<file path="src/rtl/alu_cmd_issuer.sv">
// alu_cmd_issuer: registered ALU command front-end
// with a credit-gated in-order response FIFO.
module alu_cmd_issuer #(
  parameter int DEPTH = 4,
  parameter int TAG_W = 4
) (
  input  logic             clk,
  input  logic             rst,
  input  logic             cmd_valid,
  output logic             cmd_ready,
  input  logic [3:0]       cmd_op,
  input  logic [31:0]      cmd_a,
  input  logic [31:0]      cmd_b,
  input  logic [TAG_W-1:0] cmd_tag,
  output logic [31:0]      alu_a,
  output logic [31:0]      alu_b,
  output logic [3:0]       alu_control,
  input  logic [31:0]      alu_y,
  input  logic             alu_carry,
  input  logic             alu_neg,
  input  logic             alu_zero,
  input  logic             alu_ovf,
  output logic             rsp_valid,
  input  logic             rsp_ready,
  output logic [31:0]      rsp_y,
  output logic [3:0]       rsp_flags,
  output logic [TAG_W-1:0] rsp_tag,
  output logic             rsp_err,
  output logic [15:0]      ops_done
);

  localparam int AW = $clog2(DEPTH);

  typedef struct packed {
    logic [31:0]      y;
    logic [3:0]       flags;
    logic [TAG_W-1:0] tag;
    logic             err;
  } rsp_t;

  logic             s1_valid;
  logic             s1_err;
  logic [TAG_W-1:0] s1_tag;

  rsp_t             mem [DEPTH];
  rsp_t             wr_ent;
  rsp_t             hd_ent;
  logic [AW-1:0]    wptr;
  logic [AW-1:0]    rptr;
  logic [AW:0]      count;
  logic [AW+1:0]    used;

  logic accept;
  logic push;
  logic pop;

  // Credit counts the S1 entry too, so a push never finds the FIFO full.
  assign used      = {1'b0, count} + (AW+2)'(s1_valid);
  assign cmd_ready = !rst && (used < (AW+2)'(DEPTH));
  assign accept    = cmd_valid && cmd_ready;
  assign push      = s1_valid;
  assign rsp_valid = (count != '0);
  assign pop       = rsp_valid && rsp_ready;

  always_comb begin
    wr_ent       = '0;
    wr_ent.tag   = s1_tag;
    wr_ent.err   = s1_err;
    if (!s1_err) begin
      wr_ent.y     = alu_y;
      wr_ent.flags = {alu_ovf, alu_carry,
                      alu_neg, alu_zero};
    end
  end

  always_ff @(posedge clk) begin
    if (rst) begin
      s1_valid    <= 1'b0;
      s1_err      <= 1'b0;
      s1_tag      <= '0;
      alu_a       <= '0;
      alu_b       <= '0;
      alu_control <= '0;
    end else begin
      s1_valid <= accept;
      if (accept) begin
        alu_a       <= cmd_a;
        alu_b       <= cmd_b;
        alu_control <= cmd_op;
        s1_tag      <= cmd_tag;
        s1_err      <= (cmd_op >= 4'd13);
      end
    end
  end

  always_ff @(posedge clk) begin
    if (rst) begin
      wptr     <= '0;
      rptr     <= '0;
      count    <= '0;
      ops_done <= '0;
      for (int i = 0; i < DEPTH; i++)
        mem[i] <= '0;
    end else begin
      if (push) begin
        mem[wptr] <= wr_ent;
        wptr      <= wptr + 1'b1;
      end
      if (pop) begin
        rptr     <= rptr + 1'b1;
        ops_done <= ops_done + 16'd1;
      end
      unique case ({push, pop})
        2'b10:   count <= count + 1'b1;
        2'b01:   count <= count - 1'b1;
        default: count <= count;
      endcase
    end
  end

  assign hd_ent    = mem[rptr];
  assign rsp_y     = hd_ent.y;
  assign rsp_flags = hd_ent.flags;
  assign rsp_tag   = hd_ent.tag;
  assign rsp_err   = hd_ent.err;

endmodule

</file>
<file path="config.mk">
export PLATFORM = sky130hd
export DESIGN_NAME = alu_cmd_issuer
export DESIGN_NICKNAME = d
export VERILOG_FILES = /design/src/rtl/alu_cmd_issuer.sv
export SDC_FILE = /design/constraint.sdc
export NUM_CORES = 1
export LEC_CHECK = 0
export BUFFER_PORTS_ARGS = -buffer_cell sky130_fd_sc_hd__buf_4
export CORE_MARGIN = 5
export CORE_UTILIZATION = 30
export DETAILED_ROUTE_END_ITERATION = 8
export MAX_ROUTING_LAYER = met4
export RECOVER_POWER = 25
export SYNTH_ARGS = -nofsm -noshare
export SYNTH_HDL_FRONTEND = slang
export SYNTH_SLANG_ARGS = --single-unit
</file>
<file path="constraint.sdc">
create_clock -name clk -period 4.3 [get_ports clk]
set_input_delay 0.43 -clock clk [delete_from_list [all_inputs] [get_ports clk]]
set_output_delay 0.43 -clock clk [all_outputs]
set_load 0.005 [all_outputs]
</file>
* Word-level counts from Yosys, hierarchy flattened *
Memory sizes are Yosys's and may differ from the RTL's. A register that Yosys moved wholly into a read port is not among the register bits.
Index checks and enable logic that the tools add are counted.

operators by class
  add/sub/neg operators = 6
  multipliers = 0
  divide/modulo/power cells = 0
  $lt $le $gt $ge = 2
  eq/ne operators = 2
  shift-type cells = 0
  mux-type cells = 12
  bitwise gates (word level) = 0
  reductions and logical operators = 7

operators with widths
  kind                                                                          number
  41-bit two-way mux                                                            1
  41-bit OR reduction                                                           1
  36-bit two-way mux                                                            1
  16-bit by 1-bit adder with 16-bit output, second input constant               1
  1-bit two-way mux                                                             6
  2-bit two-way mux                                                             3
  3-bit one-hot mux with 2 select lines                                         1
  2-bit by 1-bit adder with 2-bit output, second input constant                 2
  3-bit by 1-bit adder with 4-bit output                                        1
  4-bit greater-or-equal comparator, second input constant                      1
  4-bit by 3-bit less-than comparator with 1-bit output, second input constant  1
  3-bit by 1-bit adder with 3-bit output, second input constant                 1
  1-bit logical AND                                                             3
  3-bit nonzero test                                                            1
  3-bit by 1-bit subtractor with 3-bit output, second input constant            1
  2-bit by 1-bit == test with 1-bit output, second input constant               1
  2-bit == test, second input constant                                          1
  2-bit nonzero test                                                            1
  1-bit logical NOT                                                             1

word-level totals
  register bits after elaboration = 97
  bits in latches = 0
  memory bits (writable) = 164
  bits in read-only memories = 0
  output and inout bits = 127
  memories = 1

memories
  name  words  width  read ports  clocked after Yosys merged registers in  write ports  RTL line  RTL
  mem   4      41     1           1                                        4            45        rsp_t mem [DEPTH];

* Longest topological paths before layout *
Gate-level depths: netlist of the first run.

  depth after elaboration = 5
  depth in mapped cells = 8

* Worst setup path after synthesis of the first run *
OpenSTA, ideal clock, no wires.

  path kind = reg-to-reg
  start point = register s1_valid, in the netlist push
  end point = memory mem[2][0] (netlist name) (enable)
  setup time = 448 ps
  arrival = 2511 ps
  data required time = 3852 ps
  setup slack = 1341 ps
  cell stages (with the launch flop) = 3
  path buffers = 0
  cells stage by stage = dfxtp_1 > nand2_1 > o21bai_1

RTL lines
  what                      RTL line  RTL
  start: declaration        41        logic s1_valid;
  start signal: assignment  85        s1_valid <= accept;
  end: declaration          45

==> flow_summary.ini, run 1 <==
[run_status]
status = finished, violations left
violations = capacitance limit, slew limit

[yosys]
avgSynthCellArea_um2 = 11.9
synth-seq-area-share = 0.656
synth-seq-cells = 263
synth_area_leader_cell = edfxtp_1
yosys_warnings = 0
yosysTopAreaCellShare = 0.468
synth_area_mm2 = 0.0105
synth.distinct_cells = 39
synthArstFlopShare = 0
synth_fp_nets = 1003
synth_edf_count = 164
synth_area_leaders = edfxtp_1, dfxtp_1, mux4_2
ys.flop_type = edfxtp_1
netlist_instances = 888

[floorplan]
fp.dieH_um = 197
die_w_um = 197
rows = 68
core_area_mm2 = 0.0346
io_pins = 239
start_util = 0.304
die_area_mm2 = 0.0389

[timing]
drv_slew = 17
finalSetupTns_ns = 0
setup_violations = 0
fmax_mhz = 321
fin_worst_skew_ns = 0.0170
relSlewSlack = -0.300
rsz0062_at_grt = no
worst_pin_slew_ns = 1.95
hold_viol = 0
fin_crit_sh = 0.725
period_needed_ns = 3.12

[worst_setup_path]
required_ns = 4.50
r2r_cells = 3
r2r-start = push$_SDFF_PP0_
crit_type = reg -> reg
cp-end-kind = register
worst_ep_arrival_time_ns = 3.32
r2r-end = mem[2][23]$_SDFFCE_PN0P_
r2r_slack_ns = 1.18
cp-start-kind = register
cp_max_fo = 26
crit_start = push$_SDFF_PP0_

[grt]
grt_pass1_wl_um = 43200
gr-total-overflow = 0
grt_usage = 0.143
antenna_found_initial = 0
grt_max_degree = 91
grt_pass1_vias = 7707

[cells_and_area]
fin_nets = 1230
final_area_mm2 = 0.0136
drive_above_1_share = 0.274
nFillCells = 3386
diodes = 0
area_growth_pct = 29.2

[route]
drc = 0
first_pass_iters = 5
drt_iter0_markers = 411
ant_nets = 0
wl_per_cell_um = 17.4
viasPerCell = 4.58
num_vias = 7297
wl_um = 27700

[hold_path]
worst_hold_path_type = in -> reg
hold_depth = 3
min_from = cmd_a[7]
hold_end = alu_a[7]$_SDFFE_PP0P_

[clocking]
clock_path_buffers = 3
post_cts_buffers = 0
numCtsBuffers = 30
cts_resized = 0
htreeDepth = 1
cts_tree = yes
clk_latency_ns = 0.55
cts_sinks = 263
cts-root-buf = clkbuf_16
path_clk_slew_ns = 0.06
cts_hold_buffers = 0

[power]
switchingPower_uw = 1690
intPower_uw = 4970
power_density_mw_per_mm2 = 490
p_seq_frac = 0.457
comb_power_share = 0.156
swShare = 0.254
power_leakage_uw = 0.00529
irDropWorstVdd_mv = 0.313
p_clk_frac = 0.387

[placed_design]
finalWeightedCongestion = 0.784
dpl_cell_area_mm2 = 0.0128
hpwl_um = 18100
port_buffers = 238

[job]
maxCapViolations = 1
-- routing by layer --
layer / global-route usage / vias to the layer above / part of all wire / routed length (um)
met5: - / - / 0 / 0
li1: - / 3500 / - / -
met4: 0.0288 / 0 / 0.019 / 524
met1: 0.184 / 3541 / 0.43 / 11800
met3: 0.0382 / 29 / 0.079 / 2180
met2: 0.231 / 227 / 0.47 / 13100
-- worst max-delay path: stages (launching register included) --
cell	delay, ns
dfxtp_1	0.46
nand2_1	0.20
o21bai_1	1.51
buf_4	0.58
-- sequential cells by signal (all words and copies together), names as in the netlist, named ones only --
| register | flops |
|---|---|
| alu_a | 32 |
| alu_b | 32 |
| alu_control | 4 |
| count | 3 |
| mem | 164 |
| ops_done | 16 |
| push | 1 |
| rptr | 2 |
| s1_err | 1 |
| s1_tag | 4 |
| wptr | 2 |
-- synthesized netlist by cell type, drive strengths merged (2+ instances only) --
master / n
ha: 2
nand3: 4
nor4b: 3
mux4: 41
or3: 6
and2: 37
nand2b: 3
a21oi: 79
nand4: 4
xnor2: 8
edfxtp: 164
inv: 47
nor4: 7
nor2: 109
buf: 26
dfxtp: 99
clkbuf: 30
xor2: 8
nor3: 3
o21ai: 4
nand2: 191
-- cell families after synthesis --
logic type,share of synthesized area
buf+inv,0.0387
flops,0.656
mux,0.0897
compound gates,0.0443
simple gates,0.153
xor+xnor,0.0133
fa+ha+maj,0.00428
-- cell type report --
class	count	area, um^2	area share
flip-flops and latches	263	6910	0.508
multi-input cells	522	3220	0.236
repair buffers	251	1730	0.127
clock buffers	37	797	0.0586
well taps	455	569	0.0419
clock inverters	17	200	0.0147
inverters	47	176	0.0130
-- per-stage QoR --
step / total power, uW / utilization / hold WS [ns] / setup slack [ns] / std cells
2_1_floorplan: 3630 / - / 0.436 / 1.34 / 888
3_3_place_gp: 4200 / 0.369 / 0.442 / 1.68 / 1538
3_5_place_dp: 4210 / 0.369 / 0.447 / 1.63 / 1538
4_1_cts: 6810 / 0.398 / 0.0897 / 1.38 / 1592
5_1_grt: 6980 / 0.393 / 0.108 / 0.933 / 1592
6_report: 6670 / 0.393 / 0.125 / 1.18 / 1592
-- how the worst max path moves through the flow --
| stage | end | slack, ns | depth (start not counted) |
|---|---|---|---|
| 2_1_floorplan | mem[2][0]$_SDFFCE_PN0P_ | 1.34 | 2 |
| 3_3_place_gp | mem[1][16]$_SDFFCE_PN0P_ | 1.68 | 6 |
| 3_5_place_dp | mem[1][11]$_SDFFCE_PN0P_ | 1.63 | 6 |
| 4_1_cts | rsp_flags[2] | 1.38 | 3 |
| 5_1_grt | mem[2][23]$_SDFFCE_PN0P_ | 0.93 | 3 |
| 6_report | mem[2][23]$_SDFFCE_PN0P_ | 1.18 | 3 |
-- power by group through the flow --
stage,Combinational (uW),Clock (uW),Sequential (uW)
after global placement,1090,0,3110
after floorplan,667,0,2960
after CTS,1090,2650,3070
final,1040,2580,3050
after global routing,1140,2760,3090
after detailed placement,1090,0,3120
-- placed cells by master (no fill, tap or decap), drive strengths merged, types with 3 or more instances in the layout --
cell type / count
nor2: 109
or3: 6
edfxtp: 164
xor2: 8
nand3: 4
inv: 47
nand4: 4
dfxtp: 99
nor4b: 3
buf: 168
a21oi: 79
and2: 37
clkinv: 11
nand2: 191
o21ai: 4
clkbuf: 120
xnor2: 8
nand2b: 3
nor3: 3
bufinv: 4
nor4: 7
mux4: 41
No activity file was read; power rests on OpenSTA's default activity.
==> inputs of run 2 (changes only) <==
Clock period 4.3 ns to 3.15 ns, I/O delays scaled along.
==> run 2 against run 1 <==
The flow now finishes without violations. Final cell count is 4.3% higher. Combinational power rose by 57%. Global-route usage increased by 0.36 points. Critical path depth is the same. Flip-flop and latch count did not move. Design area is 5.1% higher. Hold slack worse by 0.096 ns. Die area unchanged. Critical path type is now reg -> out. Critical endpoint is now rsp_tag[1].
==> flow_summary.ini, run 2 (synthesized netlist as in run 1, its figures left out) <==
[floorplan]
fp.dieH_um = 197
start_util = 0.304
rows = 68
io_pins = 239
die_w_um = 197
die_area_mm2 = 0.0389
core_area_mm2 = 0.0346

[cells_and_area]
reg_top3 = mem: 164 flops, alu_a: 32 flops, alu_b: 32 flops
largest_reg_flops = 164
fin_nets = 1295
most-common-layout-cells = nand2_1, buf_4, edfxtp_1
drive_above_1_share = 0.259
final_common_cell = nand2_1
top_register = mem
nFillCells = 3300
area_growth_pct = 35.8
diodes = 0

[route]
ant_nets = 0
wl_um = 28600
wl_met3_um = 2120
drt_iter0_markers = 419
viasPerCell = 4.58
num_vias = 7610
drc = 0
first_pass_iters = 5
wl_met1_um = 12200
wl_per_cell_um = 17.2
top_layer = met4
dr_wl_met2_um = 13900

[clocking]
cts-root-buf = clkbuf_16
clock_path_buffers = 3
cts_sinks = 263
cts_resized = 0
post_cts_buffers = 0
numCtsBuffers = 31
path_clk_slew_ns = 0.06
cts_hold_buffers = 61
clk_latency_ns = 0.56
cts_tree = yes
htreeDepth = 1

[grt]
grt_pass1_wl_um = 44300
grt_pass1_vias = 8086
grt_max_degree = 74
antenna_found_initial = 0
gr-total-overflow = 0
grt_usage = 0.147

[worst_setup_path]
r2r_slack_ns = 0.81
worst_ep_arrival_time_ns = 2.25
required_ns = 2.83
cp_max_fo = 23
crit_type = reg -> out
cp-end-kind = primary output
cp-start-kind = register

[timing]
drv_slew = 0
finalSetupTns_ns = 0
fin_crit_sh = 0.815
rsz0062_at_grt = no
hold_viol = 0
relSlewSlack = 0.114
setup_violations = 0
setup_ws_ns = 0.583
period_needed_ns = 2.57
worst_pin_slew_ns = 1.33
fmax_mhz = 390
fin_worst_skew_ns = 0.0108

[power]
power_density_mw_per_mm2 = 641
power_leakage_uw = 0.00558
irDropWorstVdd_mv = 0.425

[hold_path]
worst_hold_path_type = in -> reg

[placed_design]
hpwl_um = 17800
port_buffers = 238
finalWeightedCongestion = 0.803
pre_cts_ws_ns = 0.899

[run_status]
status = completed

[job]
maxCapViolations = 0
==> run 2: changes by cell type in the layout (fill, tap and decap cells not counted), moves of 3 or more <==
cell           before  now
buf_12              0    4
buf_4             167  164
clkbuf_1           45   48
clkinv_1            1    7
clkinv_2            9    5
dlygate4sd3_1       0   61
==> run 2: stage by stage <==
step / power (uW) / instance area (um^2) / hold slack, ns / util / instances
after global placement: 5780 / 12900 / 0.442 / 0.371 / 1541
after floorplan: 4950 / 10500 / 0.436 / - / 888
after global routing: 9630 / 14300 / 0.00546 / 0.413 / 1660
after detailed placement: 5790 / 12900 / 0.448 / 0.371 / 1541
after CTS: 9380 / 14500 / 0.000239 / 0.418 / 1660
final: 9170 / 14300 / 0.0290 / 0.413 / 1660
==> run 2: area by class of cell <==
cell class / count / area, um^2 / share of cell area
tap: 455 / 569 / 0.0398
sequential: 263 / 6910 / 0.483
clock buffer: 39 / 836 / 0.0585
clock inverter: 19 / 166 / 0.0116
timing repair buffer: 315 / 2400 / 0.168
multi-input combinational: 522 / 3230 / 0.226
inverter: 47 / 176 / 0.0123
==> run 2: path summary, 6_finish.rpt <==
| kind | start | endpoint | cells after the start |
|---|---|---|---|
| worst max-delay path | register | rsp_tag[1] | 3 |
| worst min-delay path | cmd_op[1] | alu_control[1]$_SDFFE_PP0P_ | 3 |
| worst max register to register | push$_SDFF_PP0_ | mem[0][14]$_SDFFCE_PN0P_ | 5 |
| worst min register to register | alu_a[15]$_SDFFE_PP0P_ | alu_a[15]$_SDFFE_PP0P_ | 2 |
==> run 2: per-layer routing <==
layer  global-route usage  vias to the layer above
li1                     -                     3633
met1                0.183                     3701
met2                0.248                      235
met3               0.0351                       41
met4               0.0252                        0
met5                    -                        -
==> run 2: where the power goes <==
part / switching [uW] / leakage [uW] / internal, uW / total, uW
Sequential: 182 / 0.00251 / 3880 / 4070
Combinational: 758 / 0.00257 / 870 / 1630
Clock: 1430 / 0.000497 / 2050 / 3480
Total: 2370 / 0.00558 / 6800 / 9170
==> run 2: worst max-delay path, stage by stage, from the launching register on <==
cell     delay [ns]
dfxtp_4        0.62
buf_12         0.28
mux4_2         0.61
buf_4          0.17
==> inputs of run 3 (changes only) <==
Settings changed: ABC_AREA set to 1.
Clock period 3.15 ns to 2.5 ns, I/O delays scaled along.
==> run 3 against run 2 <==
Register-to-register slack worse by 0.35 ns. Wire length increased by 11%. Clock skew decreased by 0.0039 ns. Critical path type unchanged.
==> flow_summary.ini, run 3 <==
[grt]
grt_pass1_wl_um = 49000
grt_max_degree = 75
grt_pass1_vias = 9034
gr-total-overflow = 0
grt_usage = 0.159
antenna_found_initial = 1

[cells_and_area]
largest_reg_flops = 164
top_register = mem
nFillCells = 3382
most-common-layout-cells = nor2_1, nand2_1, buf_4, edfxtp_1, o21ai_0
utilization = 0.412
final_common_cell = nor2_1
reg_top3 = mem: 164 flops, alu_a: 32 flops, alu_b: 32 flops
drive_above_1_share = 0.186
area_growth_pct = 36.2
fin_nets = 1556

[yosys]
yosysTopAreaCellShare = 0.458
synth_area_leader_cell = edfxtp_1
netlist_instances = 1125
yosys_warnings = 0
yosys-top-cells-count = nor2_1, nand2_1, edfxtp_1
synth-seq-area-share = 0.643
synth-seq-cells = 263
ys.flop_type = edfxtp_1
synth.distinct_cells = 28
synth.most_common_cell = nor2_1
synthArstFlopShare = 0
synth_edf_count = 164
synth_fp_nets = 1240
avgSynthCellArea_um2 = 9.55
synth_area_mm2 = 0.0107
synth_area_leaders = edfxtp_1, dfxtp_1, nor2_1

[timing]
drv_slew = 0
period_needed_ns = 2.29
relSlewSlack = 0.234
setup_violations = 0
fin_worst_skew_ns = 0.00690
finalSetupTns_ns = 0
worst_pin_slew_ns = 1.15
hold_viol = 0
fmax_mhz = 436
fin_crit_sh = 0.918
rsz0062_at_grt = no

[worst_setup_path]
crit_type = reg -> out
cp_max_fo = 18
cp-end-kind = primary output
worst_ep_arrival_time_ns = 2.04
cp-start-kind = register
required_ns = 2.25

[clocking]
numCtsBuffers = 31
clk_latency_ns = 0.56
path_clk_slew_ns = 0.06
htreeDepth = 1
clock_path_buffers = 3
cts-root-buf = clkbuf_16
cts_sinks = 263
post_cts_buffers = 0
cts_tree = yes

[floorplan]
rows = 69
fp.dieH_um = 199
die_w_um = 199
die_area_mm2 = 0.0397
core_area_mm2 = 0.0355
io_pins = 239
start_util = 0.303

[placed_design]
hpwl_um = 19300
port_buffers = 238
finalWeightedCongestion = 0.809

[job]
maxCapViolations = 0

[power]
fin_total_pwr_uw = 12300
power_leakage_uw = 0.00583
power_density_mw_per_mm2 = 844
irDropWorstVdd_mv = 0.643

[route]
drc = 0
viasPerCell = 4.62
wl_per_cell_um = 16.5
first_pass_iters = 5
ant_nets = 0
drt_iter0_markers = 549
num_vias = 8895
wl_um = 31800

[run_status]
status = completed

[hold_path]
worst_hold_path_type = in -> reg
run 3: final timing paths:
path	slack, ns	from	depth (start not counted)	end
max reg2reg	0.46	count[1]$_SDFFE_PP0P_	7	alu_a[5]$_SDFFE_PP0P_
min reg2reg	0.46	alu_a[11]$_SDFFE_PP0P_	2	alu_a[11]$_SDFFE_PP0P_
max	0.21	register	5	rsp_y[30]
min	0.02	alu_zero	3	mem[3][5]$_DFFE_PP_
run 3: stage by stage:
stage	worst slack (ns)	instance area, um^2	std cells	hold slack [ns]
4_1_cts	0.120	14900	1925	0.00159
3_5_place_dp	0.638	13000	1780	0.456
5_1_grt	0.0613	14600	1926	0.0237
2_1_floorplan	0.260	10700	1125	0.393
6_report	0.206	14600	1926	0.0248
3_3_place_gp	0.709	13000	1780	0.453
run 3: worst max-delay path, stage by stage, from the launching register on:
cell     delay [ns]
dfxtp_1        0.31
inv_1          0.28
buf_4          0.32
o21ai_0        0.12
o22ai_1        0.27
buf_4          0.18
run 3: power by group:
| group | switching, uW | total [uW] | internal, uW |
|---|---|---|---|
| clock network | 1810 | 4410 | 2600 |
| registers | 135 | 5060 | 4920 |
| logic | 1670 | 2870 | 1200 |
run 3: per-layer routing:
metal | track usage | share of wire | vias to the layer above | wire length, um
met5 | - | 0 | - | 0
met4 | 0.0327 | 0.018 | 0 | 575
met3 | 0.0361 | 0.083 | 46 | 2660
met2 | 0.264 | 0.47 | 323 | 15100
met1 | 0.201 | 0.42 | 4153 | 13500
li1 | - | - | 4373 | -
run 3: final cells by class:
type	count	area (um^2)	area share
flip-flops and latches	263	6910	0.472
multi-input cells	719	3170	0.217
repair buffers	347	2670	0.182
clock buffers	36	836	0.0571
well taps	461	577	0.0394
inverters	79	297	0.0203
clock inverters	20	173	0.0118
diodes	1	2.50	0.000171
run 3: logic make-up after synthesis:
group / synth area share
simple gates: 0.179
flops: 0.643
compound gates: 0.112
buf+inv: 0.0606
fa+ha+maj: 0.00419
xor+xnor: 0.000815
run 3: repair_timing:
item | in CTS | in global routing
endpoints found under the hold margin | 93 | 0
endpoints found under the setup margin | 0 | 0
gates resized for setup | 0 | 0
hold buffers | 89 | 0
